## src/rtl/jam_detect_if.sv

```systemverilog
// Lane sensor and jam-sequencing signals shared between the jam detector and its environment.
// master drives the sensors and sys_en; slave is the jam_detect_ctrl side.
interface jam_detect_if;
    logic       sys_en;
    logic [3:0] car_in;
    logic [3:0] car_out;
    logic [3:0] traffic_jam;
    logic       jam_opp_en;
    logic       jam_start;
    logic       jam_rotation;

    modport master (
        output sys_en, car_in, car_out,
        input  traffic_jam, jam_opp_en, jam_start, jam_rotation
    );

    modport slave (
        input  sys_en, car_in, car_out,
        output traffic_jam, jam_opp_en, jam_start, jam_rotation
    );
endinterface

```

## src/rtl/jam_detect_ctrl.sv

```systemverilog
// Per-lane queue counters with hysteretic jam flags, plus the IDLE/ACTIVE jam-mode sequencer.
// Optional JAM_DEBOUNCE_EN: flag changes need DEB_CYCLES consecutive cycles of their condition.
module jam_detect_ctrl #(
    parameter int CNT_W      = 5,
    parameter int JAM_ON     = 8,
    parameter int JAM_OFF    = 4,
    parameter int ROT_CYCLES = 16,
    parameter int DEB_CYCLES = 4
) (
    input  logic          clk,
    input  logic          rst_n,
    jam_detect_if.slave   bus
);
    localparam int N_LANES = 4;
    localparam int ROT_W   = $clog2(ROT_CYCLES);

    localparam logic [CNT_W-1:0] L_CNT_MAX  = '1;
    localparam logic [CNT_W-1:0] L_JAM_ON   = CNT_W'(JAM_ON);
    localparam logic [CNT_W-1:0] L_JAM_OFF  = CNT_W'(JAM_OFF);
    localparam logic [ROT_W-1:0] L_ROT_LAST = ROT_W'(ROT_CYCLES - 1);

    generate
        if (JAM_OFF >= JAM_ON || ROT_CYCLES < 2 || DEB_CYCLES < 1) begin : g_bad_params
            $error("jam_detect_ctrl: inconsistent parameters");
        end
    endgenerate

    typedef enum logic {S_IDLE, S_ACTIVE} state_t;

    logic [CNT_W-1:0]   r_cnt [N_LANES];
    logic [N_LANES-1:0] r_flag;
    logic [N_LANES-1:0] w_set;
    logic [N_LANES-1:0] w_clr;

    state_t             r_state;
    state_t             w_state_nxt;
    logic [ROT_W-1:0]   r_rot_cnt;
    logic [ROT_W-1:0]   w_rot_cnt_nxt;
    logic               r_start;
    logic               w_start_nxt;
    logic               r_rot;
    logic               w_rot_nxt;
    logic               w_any_jam;

    // NOTE: the counter array is reset element by element so no lane starts with a stale count.
    always_ff @(posedge clk or negedge rst_n) begin
        if (!rst_n) begin
            for (int i = 0; i < N_LANES; i++) r_cnt[i] <= '0;
        end else begin
            for (int i = 0; i < N_LANES; i++) begin
                // NOTE: non-blocking so every lane and the FSM see pre-edge values of each other.
                if (bus.car_in[i] && !bus.car_out[i] && r_cnt[i] != L_CNT_MAX)
                    r_cnt[i] <= r_cnt[i] + 1'b1;
                else if (bus.car_out[i] && !bus.car_in[i] && r_cnt[i] != '0)
                    r_cnt[i] <= r_cnt[i] - 1'b1;
            end
        end
    end

    always_comb begin
        w_set = '0;
        w_clr = '0;
        for (int i = 0; i < N_LANES; i++) begin
            w_set[i] = (r_cnt[i] >= L_JAM_ON);
            w_clr[i] = (r_cnt[i] <= L_JAM_OFF);
        end
    end

`ifdef JAM_DEBOUNCE_EN
    localparam int DEB_W = $clog2(DEB_CYCLES + 1);
    localparam logic [DEB_W-1:0] L_DEB_LAST = DEB_W'(DEB_CYCLES - 1);

    logic [DEB_W-1:0]   r_deb [N_LANES];
    logic [N_LANES-1:0] w_chg;

    // A lane wants to change only when its condition opposes the current flag.
    assign w_chg = (w_set & ~r_flag) | (w_clr & r_flag);

    always_ff @(posedge clk or negedge rst_n) begin
        if (!rst_n) begin
            r_flag <= '0;
            for (int i = 0; i < N_LANES; i++) r_deb[i] <= '0;
        end else begin
            for (int i = 0; i < N_LANES; i++) begin
                if (!w_chg[i]) begin
                    r_deb[i] <= '0;
                end else if (r_deb[i] == L_DEB_LAST) begin
                    r_flag[i] <= ~r_flag[i];
                    r_deb[i]  <= '0;
                end else begin
                    r_deb[i] <= r_deb[i] + 1'b1;
                end
            end
        end
    end
`else
    always_ff @(posedge clk or negedge rst_n) begin
        if (!rst_n) begin
            r_flag <= '0;
        end else begin
            for (int i = 0; i < N_LANES; i++) begin
                if (w_set[i])      r_flag[i] <= 1'b1;
                else if (w_clr[i]) r_flag[i] <= 1'b0;
            end
        end
    end
`endif

    assign w_any_jam = |r_flag;

    always_ff @(posedge clk or negedge rst_n) begin
        if (!rst_n) begin
            r_state   <= S_IDLE;
            r_rot_cnt <= '0;
            r_start   <= 1'b0;
            r_rot     <= 1'b0;
        end else begin
            r_state   <= w_state_nxt;
            r_rot_cnt <= w_rot_cnt_nxt;
            r_start   <= w_start_nxt;
            r_rot     <= w_rot_nxt;
        end
    end

    // NOTE: every output of this block gets a default first, so no path can infer a latch.
    always_comb begin
        w_state_nxt   = r_state;
        w_rot_cnt_nxt = r_rot_cnt;
        w_start_nxt   = 1'b0;
        w_rot_nxt     = 1'b0;
        unique case (r_state)
            S_IDLE: begin
                if (bus.sys_en && w_any_jam) begin
                    w_state_nxt   = S_ACTIVE;
                    w_start_nxt   = 1'b1;
                    w_rot_cnt_nxt = '0;
                end
            end
            S_ACTIVE: begin
                // Exits win over a rotation due on the same edge.
                if (!bus.sys_en || !w_any_jam) begin
                    w_state_nxt   = S_IDLE;
                    w_rot_cnt_nxt = '0;
                end else if (r_rot_cnt == L_ROT_LAST) begin
                    w_rot_nxt     = 1'b1;
                    w_rot_cnt_nxt = '0;
                end else begin
                    w_rot_cnt_nxt = r_rot_cnt + 1'b1;
                end
            end
            default: w_state_nxt = S_IDLE;
        endcase
    end

    assign bus.traffic_jam  = r_flag;
    assign bus.jam_opp_en   = (r_state == S_ACTIVE);
    assign bus.jam_start    = r_start;
    assign bus.jam_rotation = r_rot;

endmodule

```

## src/flat_wrapper.sv

```systemverilog
// flat-port wrapper written by rule: the top's interface ports become plain ports
module jam_detect_ctrl_flat 
#(
    parameter int CNT_W      = 5,
    parameter int JAM_ON     = 8,
    parameter int JAM_OFF    = 4,
    parameter int ROT_CYCLES = 16,
    parameter int DEB_CYCLES = 4
)
  (clk, rst_n, bus_sys_en, bus_car_in, bus_car_out, bus_traffic_jam, bus_jam_opp_en, bus_jam_start, bus_jam_rotation);
  jam_detect_if bus_i ();
  input  logic clk;
  input  logic rst_n;
  input wire logic [$bits(bus_i.sys_en)-1:0] bus_sys_en;
  input wire logic [$bits(bus_i.car_in)-1:0] bus_car_in;
  input wire logic [$bits(bus_i.car_out)-1:0] bus_car_out;
  output wire logic [$bits(bus_i.traffic_jam)-1:0] bus_traffic_jam;
  output wire logic [$bits(bus_i.jam_opp_en)-1:0] bus_jam_opp_en;
  output wire logic [$bits(bus_i.jam_start)-1:0] bus_jam_start;
  output wire logic [$bits(bus_i.jam_rotation)-1:0] bus_jam_rotation;
  assign bus_i.sys_en = bus_sys_en;
  assign bus_i.car_in = bus_car_in;
  assign bus_i.car_out = bus_car_out;
  assign bus_traffic_jam = bus_i.traffic_jam;
  assign bus_jam_opp_en = bus_i.jam_opp_en;
  assign bus_jam_start = bus_i.jam_start;
  assign bus_jam_rotation = bus_i.jam_rotation;
  jam_detect_ctrl #(.CNT_W(CNT_W), .JAM_ON(JAM_ON), .JAM_OFF(JAM_OFF), .ROT_CYCLES(ROT_CYCLES), .DEB_CYCLES(DEB_CYCLES)) u_core (.clk(clk), .rst_n(rst_n), .bus(bus_i));
endmodule
```

## config.mk

```make
export PLATFORM = sky130hd
export DESIGN_NAME = jam_detect_ctrl_flat
export DESIGN_NICKNAME = d
export VERILOG_FILES = /design/src/rtl/jam_detect_if.sv /design/src/rtl/jam_detect_ctrl.sv /design/src/flat_wrapper.sv
export SDC_FILE = /design/constraint.sdc
export NUM_CORES = 1
export LEC_CHECK = 0
export ABC_AREA = 1
export CORE_MARGIN = 2
export CORE_UTILIZATION = 55
export DETAILED_ROUTE_END_ITERATION = 7
export PLACE_DENSITY = 0.76
export SYNTH_ARGS = -nofsm -noshare
export SYNTH_HDL_FRONTEND = slang
export SYNTH_SLANG_ARGS = --single-unit
```

## constraint.sdc

```tcl
create_clock -name clk -period 2.44 [get_ports clk]
set_input_delay 0.488 -clock clk [delete_from_list [all_inputs] [get_ports clk]]
set_output_delay 0.488 -clock clk [all_outputs]
set_load 0.01 [all_outputs]
```

After elaboration in Yosys (flattened, before gate mapping)
Cells that the tools add are included.

word-level totals
  bits in registers = 31
  bits of input ports = 11
  output and inout port bits = 7
  word-level logic and storage cells = 104

operators by class
  $add $sub $neg = 9
  $lt $le $gt $ge = 8
  eq/ne operators = 6
  multiplexer cells = 27
  bitwise operators = 1
  reductions and logical operators = 41

operator list
  operator                                                                          number
  5-bit 2-to-1 mux                                                                  8
  5-bit by 1-bit adder with 5-bit output, second input constant                     4
  5-bit by 4-bit >= comparator with 1-bit output, second input constant             4
  5-bit by 3-bit less-or-equal comparator with 1-bit output, second input constant  4
  5-bit != test, second input constant                                              4
  5-bit nonzero test                                                                4
  5-bit by 1-bit subtractor with 5-bit output, second input constant                4
  1-bit logical AND                                                                 17
  2-bit nonzero test                                                                8
  1-bit 2-to-1 mux                                                                  14
  4-bit 2-to-1 mux                                                                  3
  1-bit logical NOT                                                                 10
  4-bit case mux with 2 select lines                                                1
  4-bit by 1-bit adder with 4-bit output, second input constant                     1
  4-bit == test, second input constant                                              1
  4-bit OR reduction                                                                1
  2-bit by 1-bit != test with 1-bit output, second input constant                   1
  1-bit case mux with 2 select lines                                                1
  1-bit logical OR                                                                  1
  1-bit inverter                                                                    1

Longest topological paths before layout
  word-level depth = 5
  depth in mapped cells = 12
  mapped depth without buffers = 12

Least setup slack after synthesis
Ideal clock, no wire load.

  path kind = in2reg
  from = input bus_car_out[2]
  to = register u_core.r_cnt[9] in the netlist's numbering
  arrival time = 1.642 ns
  path slack = 0.680 ns
  cell stages on the path = 11
  buffers on the path = 0
  cells stage by stage = clkinv_1 nand2_1 o21bai_4 inv_1 fa_1 nor2_1 nor2_1 nand3_1 nand3_1 nand2_1 nand2_1

on the way
  longest elaborated chain between the ends = 4
  elaborated cells between the ends (all ways) = 7
  classes of those cells = 1 x mux; 6 x reduce/logical

ends and longest elaborated chain
  what                                                    RTL line               text
  start, declared                                         flat_wrapper.sv:16     input wire logic [$bits(bus_i.car_out)-1:0] bus_car_out;
  1-bit logical NOT                                       jam_detect_ctrl.sv:52  if (bus.car_in[i] && !bus.car_out[i] && r_cnt[i] != L_CNT_MAX)
  1-bit logical AND (2 in series)                         jam_detect_ctrl.sv:52
  5-bit 2-to-1 mux or 2-bit nonzero test (tied branches)  n/a
  end signal, assigned by index                           jam_detect_ctrl.sv:53  r_cnt[i] <= r_cnt[i] + 1'b1;
  end signal, assigned by index                           jam_detect_ctrl.sv:55  r_cnt[i] <= r_cnt[i] - 1'b1;
  end, declared                                           jam_detect_ctrl.sv:30  logic [CNT_W-1:0] r_cnt [N_LANES];

Several ways; a longest one is shown, not always the timed one.
A chain may end at the register's enable or synchronous reset.

Final worst setup path
Ends and elaborated chain as after synthesis.

==> qor.yml <==
floorplan.die.width_um: 65.5
cts_buf_count: 5
leakagePower_uw: 0.00123
drt_iter0_drc: 89
grt.overflow.total: 0
groute.usage.overall_pct: 21.0
wl_mm: 3.81
clk_pin_slew_worst_paths_ns: 0.07
post_route_cells_drive_above_1_share_pct: 7.59
antenna_left: 0
placeableCoreArea_mm2: 0.00366
layout.cells.most_common: "nand2_1"
globalplace.congestion: 0.780
post-cts-setup-buffers: 0
ir_drop_uv: 772
synth_fp_nets: 292
worst_ep_required_time_ns: 2.63
via_count: 1709
drc_errors: 0
post_cts.resized_instances: 0
status: "complete, no violations"
period_share_pct: 82.9
grt_first_pass_wirelength_mm: 7.00
syn_inst: 264
hpwlAfterDp_mm: 2.88
detail_route.wl_per_cell_um: 11.3
ys_types: 19
timing.critical_path.mode_cell: "nand2_1"
floorplan.initialDensity_pct: 56.9
maxCapViolCount: 0
cts_tree: "done"
rsz0062_at_grt: "no"
setup_crit_start_kind: "input port"
cts_h_tree_depth: 2
port_buffers: 17
syn-mean-instance-area_um2: 7.89
achievable-frequency_ghz: 0.494
critical_path.cell_chain: "clkdlybuf4s50_1 > clkinv_1 > nand2_1 > o21bai_4 > inv_1 > fa_1 > nor2_1 > nor2_1 > nand3_1 > nand3_1 > nand2_1 > nand2_1"
crit_path_max_fanout: 6
worst-slew-pin-transition_ns: 0.388
worstHoldPathType: "register to register"
io_pins: 18
pre_antenna_drt_iters: 6
power_density_mw_per_mm2: 1190
worst_skew_late_latency_ns: 0.29
maxSlewHeadroom_pct: 74.1
hold_viol_final: 0
maximum_number_of_pins_on_one_net_before_global_route_repair: 32
max-clock-path-buffers: 2
finalWorstPathRequiredPeriod_ns: 2.02
post_cts_hold_buffer_count: 0
synth_sequential_area_ratio_pct: 37.3
avgViaCountPerCell: 5.06
synthesis.area_mm2: 0.00208
report.final.slew_viol_count: 0
mostFrequentLayoutCells: "nand2_1 (64), nand3_1 (34), inv_1 (33), nor2_1 (33), dfrtp_1 (31)"
yosys_register_bits: 31
clk_root_buffer_cell: "clkbuf_8"
die_h_um: 65.5
timing.setup.critical_path_class: "input port to register"
via_count_of_the_first_global_routing_pass: 1687
worst_clock_skew_ns: 0.0118
fin_tns_setup_ns: 0
area_growth_syn_to_layout_pct: 17.1
row_count: 22
timing.final.setup_violations: 0
num-nets-final: 317
die-area_mm2: 0.00429
grt_antenna_before_repair: 0
antennaDiodeCount: 0
timing.critical_path.slowest_stage_cell: "clkdlybuf4s50_1"
clock_sink_count: 31
design_power_total_uw: 2890
max_stage_delay_ns: 0.46
ys.warnings.count: 0
critical_path_arrival_ns: 2.21
crit_path_end_kind: "register"
-- kinds of logic after synthesis --
logic type                 after synthesis  share of synthesized area [%]
AOI/OAI and AO/OA                       24                           8.65
and+or+nand+nor                        143                           30.2
DFF                                     31                           37.3
buffers and inverters                   35                           6.31
adders and majority gates               17                           11.7
xor gates and xnor gates                14                           5.89
-- critical path: cells and delay by family --
kind	cells	cell delay (ns)
and+or+nand+nor	7	0.56
buffers and inverters	3	0.61
adders and majority gates	1	0.40
AOI/OAI and AO/OA	1	0.16
-- worst paths after layout --
path,cells after the start,slack (ns),start,to
max,12,0.42,bus_car_out[2],u_core.r_cnt[9]
min reg2reg,2,0.50,u_core.r_rot_cnt[1],u_core.r_rot_cnt[1]
min in group asynchronous,2,0.59,rst_n,u_core.bus.traffic_jam[3]
max in group asynchronous,2,1.55,rst_n,u_core.r_cnt[18]
min,2,0.50,u_core.r_rot_cnt[1],u_core.r_rot_cnt[1]
max reg2reg,10,0.57,u_core.r_cnt[7],u_core.r_cnt[9]
-- per-layer routing --
metal / global-route usage [%] / up-vias / wire, µm
met1: 24.4 / 781 / 1770
met2: 37.5 / 24 / 1860
li1: - / 898 / -
met5: 0 / - / 0
met3: 5.65 / 6 / 137
met4: 6.77 / 0 / 43
-- area by class of cell --
cell class | instances | area, µm²
well taps | 48 | 60.1
clock inverters | 2 | 35.0
flip-flops and latches | 31 | 776
multi-input cells | 198 | 1170
repair buffers | 18 | 178
clock buffers | 6 | 82.6
inverters | 35 | 131
fillers | 302 | 1220
-- stage by stage --
stage	area (µm²)	instances	util, %	setup WS [ns]	hold slack, ns
after global placement	2320	330	63.4	0.162	0.489
final	2440	338	66.6	0.416	0.501
after detailed placement	2320	330	63.4	0.105	0.487
after global routing	2440	338	66.6	0.184	0.566
after CTS	2440	338	66.6	0.415	0.504
after floorplan	2080	264	-	0.680	0.192
-- power breakdown --
| group | internal [µW] | total [µW] | switching, µW |
|---|---|---|---|
| sequential | 723 | 1010 | 283 |
| combinational | 610 | 1360 | 745 |
| clock | 330 | 529 | 199 |
| total | 1660 | 2890 | 1230 |
-- Yosys cell counts, drive strengths merged --
cell type   n  area [µm²]
nor2       33         124
nand4       4        25.0
dfrtp      31         776
o31ai       2        15.0
xnor2       6        52.6
a21oi       9        45.0
nand2      72         310
ha         13         163
o21bai      4        75.1
o21ai       9        45.0
fa          4        80.1
clkinv      1        3.75
xor2        8        70.1
inv        34         128
nand3      34         170
-- sequential cells by signal, indices dropped and copies added, names as in the netlist --
name                     flops
u_core.r_cnt                20
u_core.bus.traffic_jam       4
u_core.r_rot_cnt             4
u_core.bus.jam_opp_en        1
u_core.bus.jam_rotation      1
u_core.bus.jam_start         1
Note: power is estimated with default switching activity, not from simulation.
